<file path="src/rtl/instr_fetch_buf_if.sv">
// Fetch-buffer bus: program RAM read port plus the instruction valid/ready stream.
interface instr_fetch_buf_if #(
  parameter int unsigned DATA_W = 16,
  parameter int unsigned ADDR_W = 10
);
  logic              ram_read_en;
  logic [ADDR_W-1:0] ram_addr;
  logic [DATA_W-1:0] ram_dout;
  logic              instr_vld;
  logic              instr_rdy;
  logic [DATA_W-1:0] instr;
  logic [ADDR_W-1:0] instr_pc;

  modport master (
    output ram_read_en, ram_addr, instr_vld, instr, instr_pc,
    input  ram_dout, instr_rdy
  );

  modport slave (
    input  ram_read_en, ram_addr, instr_vld, instr, instr_pc,
    output ram_dout, instr_rdy
  );
endinterface

</file>
<file path="src/rtl/instr_fetch_buf.sv">
// Instruction fetch front end: PC generation, prefetch FIFO, redirect flush, halt detection.
// Optional accepted-instruction counter enabled by FETCH_STATS_EN.
module instr_fetch_buf #(
  parameter int unsigned       DATA_W  = 16,
  parameter int unsigned       ADDR_W  = 10,
  parameter int unsigned       DEPTH   = 4,
  parameter logic [DATA_W-1:0] HALT_OP = 16'h3C00
) (
  input  logic              clk,
  input  logic              rst_n,
  input  logic              start,
  instr_fetch_buf_if.master bus,
  input  logic              redirect,
  input  logic [ADDR_W-1:0] redirect_pc,
  output logic              halted,
  output logic [31:0]       fetch_cnt
);
  localparam int unsigned PTR_W = $clog2(DEPTH);
  localparam int unsigned CNT_W = PTR_W + 1;

  typedef enum logic [1:0] {S_IDLE, S_FETCH, S_DRAIN, S_HALT} state_t;

  state_t            state_q, state_d;
  logic [ADDR_W-1:0] pc_q, pc_d;
  logic              inflight_q;
  logic [ADDR_W-1:0] inflight_pc_q;
  logic [PTR_W-1:0]  wr_ptr_q, wr_ptr_d, rd_ptr_q, rd_ptr_d;
  logic [CNT_W-1:0]  count_q, count_d;

  logic [DATA_W-1:0] mem_data [DEPTH];
  logic [ADDR_W-1:0] mem_pc   [DEPTH];

  logic              vld, pop, push, redir, start_ok, halt_hit, issue, flush;
  logic [CNT_W-1:0]  pending;
  logic [DATA_W-1:0] head_data;
  logic [ADDR_W-1:0] head_pc;

  assign head_data = mem_data[rd_ptr_q];
  assign head_pc   = mem_pc[rd_ptr_q];

  assign vld      = (count_q != '0) && (state_q != S_HALT);
  assign pop      = vld && bus.instr_rdy;
  assign redir    = redirect && ((state_q == S_FETCH) || (state_q == S_DRAIN));
  assign start_ok = start && ((state_q == S_IDLE) || (state_q == S_HALT));
  assign flush    = redir || start_ok;
  assign push     = inflight_q && !redir;
  assign halt_hit = push && (state_q == S_FETCH) && (bus.ram_dout == HALT_OP);

  // Entries left after this cycle's pop plus the word returning now must leave room.
  assign pending = count_q - CNT_W'(pop) + CNT_W'(inflight_q);
  assign issue   = (state_q == S_FETCH) && !redir && !halt_hit && (pending < CNT_W'(DEPTH));

  assign bus.ram_read_en = issue;
  assign bus.ram_addr    = pc_q;
  assign bus.instr_vld   = vld;
  assign bus.instr       = vld ? head_data : '0;
  assign bus.instr_pc    = vld ? head_pc : '0;
  assign halted          = (state_q == S_HALT);

  always_comb begin
    state_d = state_q;
    pc_d    = pc_q;
    unique case (state_q)
      S_IDLE, S_HALT: begin
        if (start) begin
          state_d = S_FETCH;
          pc_d    = '0;
        end
      end
      S_FETCH: begin
        if (redir) begin
          pc_d = redirect_pc;
        end else begin
          if (halt_hit) state_d = S_DRAIN;
          if (issue)    pc_d    = pc_q + ADDR_W'(1);
        end
      end
      S_DRAIN: begin
        if (redir) begin
          state_d = S_FETCH;
          pc_d    = redirect_pc;
        end else if (pop && (head_data == HALT_OP)) begin
          state_d = S_HALT;
        end
      end
      default: state_d = S_IDLE;
    endcase
  end

  always_comb begin
    wr_ptr_d = wr_ptr_q;
    rd_ptr_d = rd_ptr_q;
    count_d  = count_q;
    if (flush) begin
      wr_ptr_d = '0;
      rd_ptr_d = '0;
      count_d  = '0;
    end else begin
      wr_ptr_d = wr_ptr_q + PTR_W'(push);
      rd_ptr_d = rd_ptr_q + PTR_W'(pop);
      count_d  = count_q + CNT_W'(push) - CNT_W'(pop);
    end
  end

  always_ff @(posedge clk or negedge rst_n) begin
    if (!rst_n) begin
      state_q       <= S_IDLE;
      pc_q          <= '0;
      inflight_q    <= 1'b0;
      inflight_pc_q <= '0;
      wr_ptr_q      <= '0;
      rd_ptr_q      <= '0;
      count_q       <= '0;
    end else begin
      state_q       <= state_d;
      pc_q          <= pc_d;
      inflight_q    <= issue;
      inflight_pc_q <= pc_q;
      wr_ptr_q      <= wr_ptr_d;
      rd_ptr_q      <= rd_ptr_d;
      count_q       <= count_d;
    end
  end

  // Storage needs no reset: instr/instr_pc are masked while the FIFO is empty.
  always_ff @(posedge clk) begin
    if (push) begin
      mem_data[wr_ptr_q] <= bus.ram_dout;
      mem_pc[wr_ptr_q]   <= inflight_pc_q;
    end
  end

`ifdef FETCH_STATS_EN
  logic [31:0] fetch_cnt_q;

  always_ff @(posedge clk or negedge rst_n) begin
    if (!rst_n) begin
      fetch_cnt_q <= '0;
    end else if (start_ok) begin
      fetch_cnt_q <= '0;
    end else if (pop && (fetch_cnt_q != '1)) begin
      fetch_cnt_q <= fetch_cnt_q + 32'd1;
    end
  end

  assign fetch_cnt = fetch_cnt_q;
`else
  assign fetch_cnt = '0;
`endif
endmodule
</file>
<file path="src/flat_wrapper.sv">
// flat-port wrapper written by rule: the top's interface ports become plain ports
module instr_fetch_buf_flat 
#(
  parameter int unsigned       DATA_W  = 16,
  parameter int unsigned       ADDR_W  = 10,
  parameter int unsigned       DEPTH   = 4,
  parameter logic [DATA_W-1:0] HALT_OP = 16'h3C00
)
  (clk, rst_n, start, redirect, redirect_pc, halted, fetch_cnt, bus_ram_read_en, bus_ram_addr, bus_instr_vld, bus_instr, bus_instr_pc, bus_ram_dout, bus_instr_rdy);
  instr_fetch_buf_if #(.DATA_W(DATA_W), .ADDR_W(ADDR_W)) bus_i ();
  input  logic clk;
  input  logic rst_n;
  input  logic start;
  input  logic redirect;
  input  logic [ADDR_W-1:0] redirect_pc;
  output logic halted;
  output logic [31:0] fetch_cnt;
  output wire logic [$bits(bus_i.ram_read_en)-1:0] bus_ram_read_en;
  output wire logic [$bits(bus_i.ram_addr)-1:0] bus_ram_addr;
  output wire logic [$bits(bus_i.instr_vld)-1:0] bus_instr_vld;
  output wire logic [$bits(bus_i.instr)-1:0] bus_instr;
  output wire logic [$bits(bus_i.instr_pc)-1:0] bus_instr_pc;
  input wire logic [$bits(bus_i.ram_dout)-1:0] bus_ram_dout;
  input wire logic [$bits(bus_i.instr_rdy)-1:0] bus_instr_rdy;
  assign bus_ram_read_en = bus_i.ram_read_en;
  assign bus_ram_addr = bus_i.ram_addr;
  assign bus_instr_vld = bus_i.instr_vld;
  assign bus_instr = bus_i.instr;
  assign bus_instr_pc = bus_i.instr_pc;
  assign bus_i.ram_dout = bus_ram_dout;
  assign bus_i.instr_rdy = bus_instr_rdy;
  instr_fetch_buf #(.DATA_W(DATA_W), .ADDR_W(ADDR_W), .DEPTH(DEPTH), .HALT_OP(HALT_OP)) u_core (.clk(clk), .rst_n(rst_n), .start(start), .bus(bus_i), .redirect(redirect), .redirect_pc(redirect_pc), .halted(halted), .fetch_cnt(fetch_cnt));
endmodule
</file>
<file path="config.mk">
export PLATFORM = sky130hd
export DESIGN_NAME = instr_fetch_buf_flat
export DESIGN_NICKNAME = d
export VERILOG_FILES = /design/src/rtl/instr_fetch_buf_if.sv /design/src/rtl/instr_fetch_buf.sv /design/src/flat_wrapper.sv
export SDC_FILE = /design/constraint.sdc
export NUM_CORES = 1
export LEC_CHECK = 0
export ABC_CLOCK_PERIOD_IN_PS = 4070
export BUFFER_PORTS_ARGS = -buffer_cell sky130_fd_sc_hd__buf_2
export CAP_MARGIN = 10
export CORE_MARGIN = 2
export CORE_UTILIZATION = 50
export CTS_BUF_LIST = sky130_fd_sc_hd__clkbuf_4 sky130_fd_sc_hd__clkbuf_8 sky130_fd_sc_hd__clkbuf_16
export DETAILED_ROUTE_END_ITERATION = 16
export GPL_TIMING_DRIVEN = 0
export PLACE_DENSITY = 0.72
export REMOVE_ABC_BUFFERS = 1
export SYNTH_ARGS = -nofsm -noshare
export SYNTH_HDL_FRONTEND = slang
export SYNTH_SLANG_ARGS = --single-unit
</file>
<file path="constraint.sdc">
create_clock -name clk -period 4.07 [get_ports clk]
set_input_delay 0.407 -clock clk [delete_from_list [all_inputs] [get_ports clk]]
set_output_delay 0.407 -clock clk [all_outputs]
set_load 0.02 [all_outputs]
</file>
# Yosys cells after proc, flatten, opt, wreduce, memory -nomap -nowiden
# Memories as Yosys holds them, arrays and structs flattened.
# Cells that the tools add are included.
# totals
ramBits,104
inputBits,31
memories,2
register_bits,30
# memory_table
memory,words,word_bits,read_ports,rd_ports_with_merged_regs,wr,line,rtl
u_core.mem_data,4,16,1,0,1,instr_fetch_buf.sv:30,logic [DATA_W-1:0] mem_data [DEPTH];
u_core.mem_pc,4,10,1,0,1,instr_fetch_buf.sv:31,logic [ADDR_W-1:0] mem_pc [DEPTH];
# op_classes
eq_ne,12
reduce_logical,21
addsub,7
order_cmp,1
n_mux,18
# op_table
op,count
$mux 10,5
$eq 16x14->1 const B,2
$pmux 10 s3,1
$mux 16,1
$mux 2,7
$logic_and 1x1->1,11
$add 10x1->10 const B,1
$add 3x1->3,2
$ne 2x2->1 const B,3
$pmux 2 s3,1
$sub 3x1->3,2
$add 2x1->2,2
$eq 2x2->1 const B,2
$ne 2x1->1 const B,2
$reduce_and 4->1,1
$logic_or 1x1->1,3
$lt 3x3->1 const B,1
$mux 3,1
$ne 3x1->1 const B,1
$ne 3x2->1 const B,1
$reduce_and 3->1,1
$reduce_bool 3->1,1
$eq 2x1->1 const B,1
$logic_not 1->1,2
3 further kinds,4

# Logic depth before layout (Yosys ltp)
# depth
depth_word,13
mapped_depth,13

# Worst setup path before layout
# Ideal clock, no wire load.
# synth_path
path_type,reg2reg
startpoint,register u_core.state_q[0]
endpoint,"memory u_core.mem_data[0][0], enable pin"
stages_incl_launch_ff,8
path_buffers,2
synth_period_minus_slack_ps,3956
t_arrival_ps,3509
path_slack_ps,114
setup_time_ps,447
t_required_ps,3623
path_cell_list,dfrtp_1 > inv_1 > ha_1 > clkbuf_1 > nand2b_1 > clkbuf_1 > and2_0 > nor3b_1
# synth_via
elab_chain_cells,7
# synth_lines
item,line,rtl
start: declaration,instr_fetch_buf.sv:23,"state_t state_q, state_d;"
start signal: assignment,instr_fetch_buf.sv:115,state_q <= state_d;
$eq 2x1->1 or $eq 2x2->1 (tied branches),instr_fetch_buf.sv:43,assign redir = redirect && ((state_q == S_FETCH) || (state_q == S_DRAIN));
$logic_or 1x1->1 (*),instr_fetch_buf.sv:43,
$logic_and 1x1->1 (*),instr_fetch_buf.sv:43,
$logic_not 1->1 (*),instr_fetch_buf.sv:46,assign push = inflight_q && !redir;
$logic_and 1x1->1 (*),instr_fetch_buf.sv:46,
$mux 1 (*),instr_fetch_buf.sv:127,if (push) begin
$mux 1 (not written as such) (*),instr_fetch_buf.sv:128,mem_data[wr_ptr_q] <= bus.ram_dout;
end: declaration,instr_fetch_buf.sv:30,
# Every way passes the cells marked *; elsewhere a longest branch is shown, timed or not.

# Worst setup path after layout
# layout_path
startpoint,register u_core.state_q[0]
endpoint,output bus_ram_read_en
# layout_via
elab_chain_cells,10
# layout_lines
item,line,rtl
"parallel branches: the longest is 9 deep, another holds $sub 3x1->3",-,
$logic_and 1x1->1 (*),instr_fetch_buf.sv:51,assign issue = (state_q == S_FETCH) && !redir && !halt_hit && (pending < CNT_W'(DEPTH));
end: declaration,flat_wrapper.sv:18,output wire logic [$bits(bus_i.ram_read_en)-1:0] bus_ram_read_en;
# Mark *: on every way between the ends.

==> flow_summary.ini <==
[outcome]
status = completed

[setup_path]
reg2reg_slack_ps = 500
crit_slowest_cell = nor2_4
worstPathRequired_ps = 3660
path_max_fanout = 28
regToRegEndpoint = u_core.bus.ram_addr[5]
critPathCaptureType = primary output
critical_path_class = reg2out
r2r_start = u_core.state_q[0]
cp_top_family = simple AND/OR/NAND/NOR gates
crit_chain = ha_1 > nor2_4 > nand2_1 > or2_2 > ha_1 > a31o_2 > xor2_1 > nand2_1 > nor2_1 > buf_2
crit_buf_inv = 1
cp_slowest_stage_delay_ps = 500
cp.arrival_ps = 3250
worst_r2r_path_depth = 10
startpoint_type = register

[detailed_routing]
viasPerCell = 5.33
routed_wl_um = 10600
drc = 0
ant_nets = 0
dr_total_vias = 3213
first_pass_iters = 5
dr.first_iter.drc_count = 209
wl_per_cell_um = 17.5

[logic_synthesis]
synth_top_area_share_pct = 53.6
seq_area_frac_synth_pct = 66.4
synth-edff-count = 104
syn_inst = 368
synth_area_leaders = edfxtp_1, dfrtp_1, mux4_2
synth_cell_type_count = 47
syn-cell-area_um2 = 5830
synth_seq_cells = 134
yosysWarnings = 0
yosysTopAreaCell = edfxtp_1
yosysMostFrequentCell = edfxtp_1
synth_common_cells = edfxtp_1, buf_4, dfrtp_1, and2_1, mux4_2
synth-async-reset-ratio_pct = 22.4
avgSynthCellArea_um2 = 15.8
synth_ff_type = edfxtp_1

[finish]
drive_gt1_share_pct = 32.2
stdcell_count = 603
layout.nets = 488
seq_area_um2 = 3870
multiInputGateArea_um2 = 1770
diodes = 0
syn_to_final_growth_pct = 18.8
stdcell_area_um2 = 6930
fillCellCount = 860

[grt]
grt.overflow.total = 0
antenna_found_initial = 0
grt_max_degree = 31
grt_pass1_vias = 3238
track_usage_pct = 18.0
grt_pass1_wl_um = 16900

[die]
coreArea_um2 = 11400
dieArea_um2 = 12500
fp.dieH_um = 112
pin_count = 102
fp-row-count = 39
initial_core_util_pct = 51.1
fp.dieW_um = 112

[timing]
setup_violations = 0
max_slew_margin_pct = 34.6
hold_viol = 0
rsz0062_at_grt = no
setup-tns-final_ps = 0
fin_skew_ps = 9.94
tightest_slew_ps = 977
clock.fmax_ghz = 0.273
fin_crit_ps = 3660
period_share_pct = 89.8
maxSlewViolCount = 0

[clocking]
h-tree-depth = 4
holdBufCountCts = 0
cts_tree = done
cts-root-buf = clkbuf_16
clock_path_buffers = 2
post_cts_buffers = 0
numCtsBuffers = 17
clk_latency_ps = 410
clkSinkCount = 134
clk_pin_slew_ps = 60
cts_resized = 0

[job]
cap_violations = 0

[min_path]
hold_class = in2async

[power]
p_int_w = 0.00344
p_leak_nw = 2.74
power_density_nw_per_um2 = 732
power_frac_comb_pct = 31.4
p_sw_w = 0.00163
swShare_pct = 32.1
power_frac_seq_pct = 36.8
pwr-share-clk_pct = 31.8
ir_drop_v = 0.000470

[placed_design]
hpwl_um = 6940
place_congestion = 0.799
port-buffer-count = 69
placed_area_um2 = 6290
dp_cells = 571
worst max path at each step:
stage / from / endpoint / slack (ps) / depth (start not counted)
finish: u_core.state_q[0] / bus_ram_read_en / 410 / 10
CTS: u_core.state_q[0] / bus_ram_read_en / 7 / 10
floorplan: u_core.state_q[0] / u_core.bus.ram_addr[0] / 40 / 9
global placement: u_core.state_q[0] / u_core.mem_data[0][4] / -1660 / 5
detailed placement: u_core.state_q[0] / u_core.bus.ram_addr[0] / 100 / 10
global route: u_core.state_q[0] / bus_ram_read_en / 170 / 10
kinds of logic after synthesis:
group | synth area share, %
AND/OR/NAND/NOR | 9.29
AO/OA/AOI/OAI | 2.70
XOR/XNOR | 1.80
other | 0.0643
adder cells (fa/ha/maj) | 2.27
multiplexers | 11.7
flip-flops | 66.4
buffers and inverters | 5.73
metal layers:
metal  global-route usage [%]  part of all wire (%)  vias up
met5                        0                     0        -
met4                     6.83                   1.3        0
met3                     4.90                   6.9       11
met2                     29.1                    49      119
met1                     23.5                    43     1609
li1                         -                     -     1474
state kept, by name (all words and copies together), names as in the netlist:
name                  flops
u_core.mem_data          64
u_core.mem_pc            40
u_core.bus.ram_addr      10
u_core.inflight_pc_q     10
u_core.count_q            3
u_core.rd_ptr_q           2
u_core.state_q            2
u_core.wr_ptr_q           2
u_core.inflight_q         1
cell usage in the layout, fill, tap and decap left out, drive strengths merged, types with 2 or more instances in the layout:
cell type	instances
a21oi	2
a22o	2
a22oi	6
a32oi	2
and2	28
and3	5
buf	75
bufinv	3
clkbuf	22
clkinv	4
conb	32
dfrtp	30
edfxtp	104
ha	9
inv	11
mux2	6
mux2i	3
mux4	26
nand2	16
nand2b	3
nand3	5
nand4	2
nor2	24
nor2b	3
nor3	3
nor4	4
o21ai	2
or2	2
xnor2	10
xor2	2
power groups by stage:
stage | Combinational [W] | Sequential [W] | Clock [W]
after floorplan | 0.00107 | 0.00191 | 0
after global placement | 0.00148 | 0.00194 | 0
after detailed placement | 0.00160 | 0.00190 | 0
after CTS | 0.00161 | 0.00187 | 0.00164
after global routing | 0.00174 | 0.00189 | 0.00170
final | 0.00159 | 0.00187 | 0.00161
stage by stage:
step / setup WS (ps) / util (%) / hold WS, ps / power [W]
floorplan: 40.6 / - / 111 / 0.00298
global placement: -1660 / 54.0 / 460 / 0.00342
detailed placement: 96.2 / 55.1 / 454 / 0.00350
CTS: 6.83 / 60.7 / 50.3 / 0.00511
global route: 170 / 60.7 / 87.6 / 0.00533
finish: 413 / 60.7 / 34.5 / 0.00507
worst register-to-register path, cell delays in order, from the launching register on:
cell	delay (ps)
dfrtp_1	410
ha_1	300
nor2_4	500
nand2_1	210
or2_2	320
ha_1	270
a31o_2	250
mux2i_1	120
nor3_1	410
buf_2	310
mux2_2	360
area by class of cell:
class / count / area share, %
repair buffers: 75 / 6.34
multi-input cells: 211 / 25.5
clock inverters: 10 / 2.04
inverters: 8 / 0.433
well taps: 143 / 2.58
clock buffers: 22 / 7.19
flip-flops and latches: 134 / 55.9
(Power assumes the default switching activity.)
